==> config.mk <==
export PLATFORM = sky130hd
export DESIGN_NAME = button_event_scheduler_flat
export DESIGN_NICKNAME = d
export VERILOG_FILES = /design/src/rtl/button_sched_pkg.sv /design/src/rtl/button_event_scheduler_if.sv /design/src/rtl/button_sample_filter.sv /design/src/rtl/button_event_scheduler.sv /design/src/flat_wrapper.sv
export SDC_FILE = /design/constraint.sdc
export NUM_CORES = 1
export LEC_CHECK = 0
export ABC_AREA = 1
export ABC_CLOCK_PERIOD_IN_PS = 8200
export CAP_MARGIN = 20
export CORE_MARGIN = 2
export CORE_UTILIZATION = 45
export DETAILED_ROUTE_END_ITERATION = 8
export GPL_TIMING_DRIVEN = 0
export PLACE_DENSITY = 0.74
export SETUP_SLACK_MARGIN = 0.15
export SLEW_MARGIN = 20
export SYNTH_ARGS = -nofsm -noshare
export SYNTH_HDL_FRONTEND = slang
export SYNTH_SLANG_ARGS = --single-unit
==> constraint.sdc <==
create_clock -name iClk -period 8.2 [get_ports iClk]
set_clock_uncertainty 0.05 [all_clocks]
set_input_delay 1.23 -clock iClk [delete_from_list [all_inputs] [get_ports iClk]]
set_output_delay 1.23 -clock iClk [all_outputs]
set_load 0.05 [all_outputs]
==> src/rtl/button_sched_pkg.sv <==
// Shared types, constants and the round-robin search helper for button_event_scheduler.
// Slot indices are 4 bits wide so one helper covers up to 16 arbitration slots.
package button_sched_pkg;

  typedef logic [0:0] state_t;
  localparam state_t ST_IDLE = 1'b0;
  localparam state_t ST_SEND = 1'b1;

  localparam int CODE_W = 8;
  localparam logic [CODE_W-1:0] REL_FLAG = 8'h80;

  localparam int MAX_SLOTS  = 16;
  localparam int SLOT_IDX_W = 4;

  // First set bit of req[n-1:0], searching upward from ptr and wrapping at n.
  function automatic logic [SLOT_IDX_W-1:0] rr_first(
    input logic [MAX_SLOTS-1:0]  req,
    input logic [SLOT_IDX_W-1:0] ptr,
    input int                    n
  );
    logic [SLOT_IDX_W-1:0] idx;
    logic                  found;
    int                    pos;
    idx   = '0;
    found = 1'b0;
    for (int k = 0; k < MAX_SLOTS; k++) begin
      if (k < n) begin
        pos = int'(ptr) + k;
        if (pos >= n) pos = pos - n;
        if (!found && req[SLOT_IDX_W'(pos)]) begin
          idx   = SLOT_IDX_W'(pos);
          found = 1'b1;
        end
      end
    end
    return idx;
  endfunction

endpackage

==> src/rtl/button_event_scheduler_if.sv <==
// Key-code handshake towards the UART transmit path; the scheduler drives the master side.
interface button_event_scheduler_if;
  import button_sched_pkg::*;

  logic [CODE_W-1:0] oCode;
  logic              oValid;
  logic              iReady;

  modport master (output oCode, output oValid, input iReady);
  modport slave  (input oCode, input oValid, output iReady);
endinterface

==> src/rtl/button_sample_filter.sv <==
// Per-button 2-flop synchroniser, tick-sampled history and debounced level.
// deb_next_o exposes the level the debounced flop takes on the coming edge.
module button_sample_filter #(
  parameter int STABLE_SAMPLES = 3
) (
  input  logic clk,
  input  logic srst,
  input  logic tick_i,
  input  logic raw_i,
  output logic deb_o,
  output logic deb_next_o
);

  logic                      sync1_q;
  logic                      sync2_q;
  logic [STABLE_SAMPLES-1:0] hist_q;
  logic [STABLE_SAMPLES-1:0] hist_d;
  logic                      deb_q;
  logic                      deb_d;

  always_comb begin
    hist_d = hist_q;
    deb_d  = deb_q;
    if (tick_i) begin
      hist_d = {hist_q[STABLE_SAMPLES-2:0], sync2_q};
      // Level only changes when every sample in the window agrees.
      if (&hist_d) begin
        deb_d = 1'b1;
      end else if (~|hist_d) begin
        deb_d = 1'b0;
      end
    end
  end

  always_ff @(posedge clk) begin
    if (srst) begin
      sync1_q <= 1'b0;
      sync2_q <= 1'b0;
      hist_q  <= '0;
      deb_q   <= 1'b0;
    end else begin
      sync1_q <= raw_i;
      sync2_q <= sync1_q;
      hist_q  <= hist_d;
      deb_q   <= deb_d;
    end
  end

  assign deb_o      = deb_q;
  assign deb_next_o = deb_d;

endmodule

==> src/rtl/button_event_scheduler.sv <==
// Shared-tick button debouncer that turns press events into key codes for UART TX.
// Define BUTTON_SCHED_RELEASE_EN to also emit release codes (code | 8'h80).
module button_event_scheduler
  import button_sched_pkg::*;
#(
  parameter int                N_BUTTONS      = 4,
  parameter int                TICK_DIV       = 500000,
  parameter int                STABLE_SAMPLES = 3,
  parameter logic [CODE_W-1:0] CODE_BASE      = 8'h31
) (
  input  logic                   iClk,
  input  logic                   iRst,
  input  logic [N_BUTTONS-1:0]   iButtons,
  output logic [N_BUTTONS-1:0]   oDebounced,
  output logic                   oDrop,
  button_event_scheduler_if.master tx
);

  localparam int TW = $clog2(TICK_DIV);

`ifdef BUTTON_SCHED_RELEASE_EN
  localparam int N_SLOTS = 2 * N_BUTTONS;
`else
  localparam int N_SLOTS = N_BUTTONS;
`endif

  logic [TW-1:0]         tick_cnt_q;
  logic [TW-1:0]         tick_cnt_d;
  logic                  tick;
  logic [N_BUTTONS-1:0]  deb;
  logic [N_BUTTONS-1:0]  deb_next;
  logic [N_SLOTS-1:0]    ev;

  always_comb begin
    tick       = (tick_cnt_q == TW'(TICK_DIV - 1));
    tick_cnt_d = tick ? '0 : tick_cnt_q + 1'b1;
  end

  generate
    for (genvar gi = 0; gi < N_BUTTONS; gi++) begin : g_filter
      button_sample_filter #(
        .STABLE_SAMPLES(STABLE_SAMPLES)
      ) u_filter (
        .clk       (iClk),
        .srst      (iRst),
        .tick_i    (tick),
        .raw_i     (iButtons[gi]),
        .deb_o     (deb[gi]),
        .deb_next_o(deb_next[gi])
      );
`ifdef BUTTON_SCHED_RELEASE_EN
      // Press slot 2i sits just ahead of release slot 2i+1 in the pointer space.
      assign ev[2*gi]   = deb_next[gi] & ~deb[gi];
      assign ev[2*gi+1] = ~deb_next[gi] & deb[gi];
`else
      assign ev[gi] = deb_next[gi] & ~deb[gi];
`endif
    end
  endgenerate

  assign oDebounced = deb;

  function automatic logic [CODE_W-1:0] slot_code(input logic [SLOT_IDX_W-1:0] slot);
    logic [CODE_W-1:0] code;
`ifdef BUTTON_SCHED_RELEASE_EN
    code = CODE_BASE + CODE_W'(slot >> 1);
    if (slot[0]) code = code | REL_FLAG;
`else
    code = CODE_BASE + CODE_W'(slot);
`endif
    return code;
  endfunction

  state_t                  state_q;
  state_t                  state_d;
  logic [N_SLOTS-1:0]      pend_q;
  logic [N_SLOTS-1:0]      pend_d;
  logic [SLOT_IDX_W-1:0]   ptr_q;
  logic [SLOT_IDX_W-1:0]   ptr_d;
  logic [CODE_W-1:0]       code_q;
  logic [CODE_W-1:0]       code_d;
  logic                    valid_q;
  logic                    valid_d;
  logic                    drop_q;
  logic                    drop_d;
  logic [SLOT_IDX_W-1:0]   grant_idx;
  logic                    grant;

  always_comb begin
    grant_idx = rr_first(MAX_SLOTS'(pend_q), ptr_q, N_SLOTS);
    grant     = (state_q == ST_IDLE) && (|pend_q);
    state_d   = state_q;
    pend_d    = pend_q;
    ptr_d     = ptr_q;
    code_d    = code_q;
    valid_d   = valid_q;
    drop_d    = 1'b0;

    // A new event on the slot being granted re-arms it rather than dropping.
    for (int s = 0; s < N_SLOTS; s++) begin
      if (grant && grant_idx == SLOT_IDX_W'(s)) begin
        pend_d[s] = 1'b0;
      end
      if (ev[s]) begin
        if (pend_q[s] && !(grant && grant_idx == SLOT_IDX_W'(s))) begin
          drop_d = 1'b1;
        end else begin
          pend_d[s] = 1'b1;
        end
      end
    end

    if (state_q == ST_IDLE) begin
      if (grant) begin
        code_d  = slot_code(grant_idx);
        valid_d = 1'b1;
        ptr_d   = (grant_idx == SLOT_IDX_W'(N_SLOTS - 1)) ? '0 : grant_idx + 1'b1;
        state_d = ST_SEND;
      end
    end else begin
      if (tx.iReady) begin
        valid_d = 1'b0;
        state_d = ST_IDLE;
      end
    end
  end

  always_ff @(posedge iClk) begin
    if (iRst) begin
      tick_cnt_q <= '0;
      state_q    <= ST_IDLE;
      pend_q     <= '0;
      ptr_q      <= '0;
      code_q     <= '0;
      valid_q    <= 1'b0;
      drop_q     <= 1'b0;
    end else begin
      tick_cnt_q <= tick_cnt_d;
      state_q    <= state_d;
      pend_q     <= pend_d;
      ptr_q      <= ptr_d;
      code_q     <= code_d;
      valid_q    <= valid_d;
      drop_q     <= drop_d;
    end
  end

  assign tx.oCode  = code_q;
  assign tx.oValid = valid_q;
  assign oDrop     = drop_q;

endmodule

==> src/flat_wrapper.sv <==
// flat-port wrapper written by rule: the top's interface ports become plain ports
module button_event_scheduler_flat import button_sched_pkg::*;
#(
  parameter int                N_BUTTONS      = 4,
  parameter int                TICK_DIV       = 500000,
  parameter int                STABLE_SAMPLES = 3,
  parameter logic [CODE_W-1:0] CODE_BASE      = 8'h31
)
  (iClk, iRst, iButtons, oDebounced, oDrop, tx_oCode, tx_oValid, tx_iReady);
  button_event_scheduler_if tx_i ();
  input  logic iClk;
  input  logic iRst;
  input  logic [N_BUTTONS-1:0] iButtons;
  output logic [N_BUTTONS-1:0] oDebounced;
  output logic oDrop;
  output wire logic [$bits(tx_i.oCode)-1:0] tx_oCode;
  output wire logic [$bits(tx_i.oValid)-1:0] tx_oValid;
  input wire logic [$bits(tx_i.iReady)-1:0] tx_iReady;
  assign tx_oCode = tx_i.oCode;
  assign tx_oValid = tx_i.oValid;
  assign tx_i.iReady = tx_iReady;
  button_event_scheduler #(.N_BUTTONS(N_BUTTONS), .TICK_DIV(TICK_DIV), .STABLE_SAMPLES(STABLE_SAMPLES), .CODE_BASE(CODE_BASE)) u_core (.iClk(iClk), .iRst(iRst), .iButtons(iButtons), .oDebounced(oDebounced), .oDrop(oDrop), .tx(tx_i));
endmodule
==> impl_metrics.toml <==
[synthesis]
synth_seq_area_share = 0.385
synth.net_count = 440
number_of_synthesis_warnings = 0
synth_cell_type_count = 36
synth_area_per_cell_um2 = 7.12
synthCells = 416
synth_area_um2 = 2960
synth.ff_latch_count = 57

[critical_path]
crit_path_max_incr_delay_ns = 0.55
crit_path_cell_trace = "inv_1, ha_1, nand2_1, nand3_1, nand2_1, inv_1, ha_1, nand2_1, nand2_1, o21ai_0, nand3_1, nor2_2, a21oi_1, o211ai_1, nand2_1, inv_1, ha_1, nand2_1, nand2_1, inv_1, nand4_1, nand3_1, nor2_1, nor2_1"
timing.reg2reg.worst_path_depth = 24
crit_cells = 24
worst_ep_arrival_time_ns = 3.46
crit_path_end_kind = "flop"
critical-path-slowest-cell = "dfxtp_1"
critical_path_required_ns = 8.37
worst-path-buf-inv = 4
cpLargestDelayFamily = "simple AND/OR/NAND/NOR gates"
critical_path.startpoint_type = "flop"
timing_worst_setup_path_type = "flop to flop"
worst-path-max-fanout = 10
timing.critical_path.mode_cell = "nand2_1"

[drt]
first_pass_iters = 4
post_drt_wl_per_cell_um = 11.0
routed_wl_mm = 5.82
drt_iter0_drc = 80
detail_route.drc_violations = 0
ant_nets = 0
via_per_inst = 4.88
route.vias.total = 2576

[finish]
multi_input_area_um2 = 1490
instances_no_fill = 528
area_delta_synth_final_pct = 17.9
final_net_count = 470
area.sequential_um2 = 1140
antennaDiodeCount = 0
layout.filler_cells = 577
fin_area_um2 = 3490
final_layout_size_suffix_gt1_frac = 0.122
finish.utilization = 0.550

[sta]
finalCritPeriodShare = 0.401
finalSetupViolCount = 0
hold_viol_final = 0
max_slew_headroom_at_the_worst_pin = 0.659
maxClockFrequency_mhz = 304
final-max-slew-violation-count = 0
timing_worst_slew_pin_value_ns = 0.510
rsz0062_at_grt = "false"
finalWorstPathRequiredPeriod_ns = 3.29
setup_tns_ns = 0

[hold_path]
hp-class = "flop to flop"
worstHoldPathCells = 2

[run_status]
outcome = "completed"

[pwr]
powerDensity_nw_per_um2 = 176
p_seq_frac = 0.457
internal-power_mw = 0.487
p_comb_frac = 0.025
totalPowerFinal_mw = 0.616
net-switching-power_mw = 0.129
clkPwrFrac = 0.518
peakVddDrop_mv = 0.133
power_switching_share = 0.209
power_leakage_nw = 1.46

[cts]
clk_transition_reported_paths_ns = 0.07
post-cts-setup-buffers = 0
cts.repair.resized = 0
cts-root-to-sink-buffers = 2
clock_tree.htree_level_count = 3
ctsHoldBuffers = 0
worstSkewPairLatency_ns = 0.35
clock_sink_count = 57
clock_buffers_created_by_tritoncts = 9
ctsRootBufferMaster = "clkbuf_8"
tritoncts = "yes"

[place]
cell_count_after_placement = 512
routabilityCongestion = 0.850
total_cell_area_at_the_placement_stage_um2 = 3250
dp.final_hpwl_mm = 4.31
port_buffers = 19

[die]
floorplan.die.height_um = 85.1
core_area_um2 = 6350
num_rows = 29
initial_utilization = 0.466
ios = 21
die-width_um = 85.1
dieArea_um2 = 7250

[global_routing]
grt.total_usage = 0.176
grt_antenna_before_repair = 0
grt_first_pass_wirelength_mm = 10.3
globalRoute.totalOverflow = 0
grt_max_degree = 12
vias_in_the_first_global_route = 2440

[job]
drv_cap = 0
final cells by class:
cell class / instances / share of cell area
plain buffers: 13 / 0.0215
flip-flops and latches: 57 / 0.327
inverters: 68 / 0.0731
repair buffers: 19 / 0.0545
clock buffers: 9 / 0.0355
multi-input cells: 278 / 0.427
clock inverters: 7 / 0.0341
well taps: 77 / 0.0276
power by group through the flow:
| stage | clock [mW] | sequential, mW | combinational [mW] |
|---|---|---|---|
| after floorplan | 0 | 0.288 | 0.00961 |
| after global placement | 0 | 0.288 | 0.0150 |
| after detailed placement | 0 | 0.288 | 0.0154 |
| after CTS | 0.324 | 0.282 | 0.0154 |
| after global routing | 0.335 | 0.282 | 0.0174 |
| final | 0.319 | 0.282 | 0.0152 |
Yosys cell counts, drive strengths merged:
| cell | n | area, um^2 |
|---|---|---|
| a211oi | 5 | 37.5 |
| a21oi | 23 | 119 |
| and2 | 1 | 6.26 |
| buf | 11 | 67.6 |
| clkbuf | 2 | 7.51 |
| conb | 1 | 3.75 |
| dfxtp | 57 | 1140 |
| ha | 17 | 213 |
| inv | 68 | 255 |
| nand2 | 99 | 377 |
| nand3 | 25 | 135 |
| nand4 | 11 | 81.3 |
| nor2 | 55 | 246 |
| nor3 | 10 | 71.3 |
| nor3b | 2 | 15.0 |
| o211ai | 1 | 7.51 |
| o21a | 2 | 15.0 |
| o21ai | 15 | 75.1 |
| o21ba | 1 | 10.0 |
| o22ai | 2 | 12.5 |
| o31ai | 2 | 15.0 |
| or2 | 1 | 6.26 |
| xnor2 | 1 | 8.76 |
| xor2 | 4 | 35.0 |
worst min-delay path: stages, from the launching register on:
cell,delay [ns]
dfxtp_1,0.30
inv_1,0.04
nor2_1,0.03
per-layer routing:
metal  global-route usage  vias to the layer above  part of all wire
met5                    0                        -                 0
met4               0.0924                        0             0.020
met3               0.0370                       10             0.041
met2                0.288                       44              0.45
met1                0.218                     1143              0.49
li1                     -                     1379                 -
worst paths after layout:
kind | from | to | slack (ns)
worst max-delay path | u_core.ptr_q[1] | u_core.oDrop | 4.91
worst min-delay path | u_core.g_filter[3].u_filter.sync1_q | u_core.g_filter[3].u_filter.sync2_q | 0.35
worst max register to register | u_core.ptr_q[1] | u_core.oDrop | 4.91
worst min register to register | u_core.g_filter[3].u_filter.sync1_q | u_core.g_filter[3].u_filter.sync2_q | 0.35
kinds of logic after synthesis:
family | share of synthesized area
AO/OA/AOI/OAI | 0.0984
buffers and inverters | 0.112
AND/OR/NAND/NOR | 0.317
flip-flops | 0.385
adder cells (fa/ha/maj) | 0.0718
XOR/XNOR | 0.0148
other | 0.00127
registers in the layout (all words and copies together) (netlist names):
signal                            cells
u_core.oDrop                          1
u_core.g_filter.u_filter.deb_o        4
u_core.state_q                        1
u_core.g_filter.u_filter.hist_q       8
u_core.g_filter.u_filter.sync2_q      4
u_core.ptr_q                          4
u_core.tx.oCode                       7
u_core.g_filter.u_filter.sync1_q      4
u_core.pend_q                         4
u_core.tick_cnt_q                    19
u_core.tx.oValid                      1
through the flow:
step / hold WS [ns] / worst slack [ns]
2_1_floorplan: 0.338 / 5.48
3_5_place_dp: 0.346 / 4.97
5_1_grt: 0.390 / 4.54
6_report: 0.353 / 4.91
3_3_place_gp: 0.340 / 5.03
4_1_cts: 0.356 / 4.94
layout by cell type, fill, tap and decap left out, types with 2 or more instances in the layout:
cell type,count
nand2_1,97
dfxtp_1,57
inv_1,56
nor2_1,47
nand3_1,23
a21oi_1,22
clkdlybuf4s50_1,19
ha_1,17
inv_2,12
o21ai_0,9
nand4_1,9
clkbuf_8,9
nor3_1,7
buf_4,6
o21ai_1,6
a211oi_1,5
xor2_1,4
nor2_2,4
nor2_4,4
buf_2,3
bufinv_16,3
nand2_2,2
nand3_2,2
clkbuf_1,2
buf_1,2
nand4_2,2
nor3_2,2
o21a_1,2
nor3b_1,2
o22ai_1,2
o31ai_1,2
clkinvlp_4,2
Power figures use the tool's default switching activity.
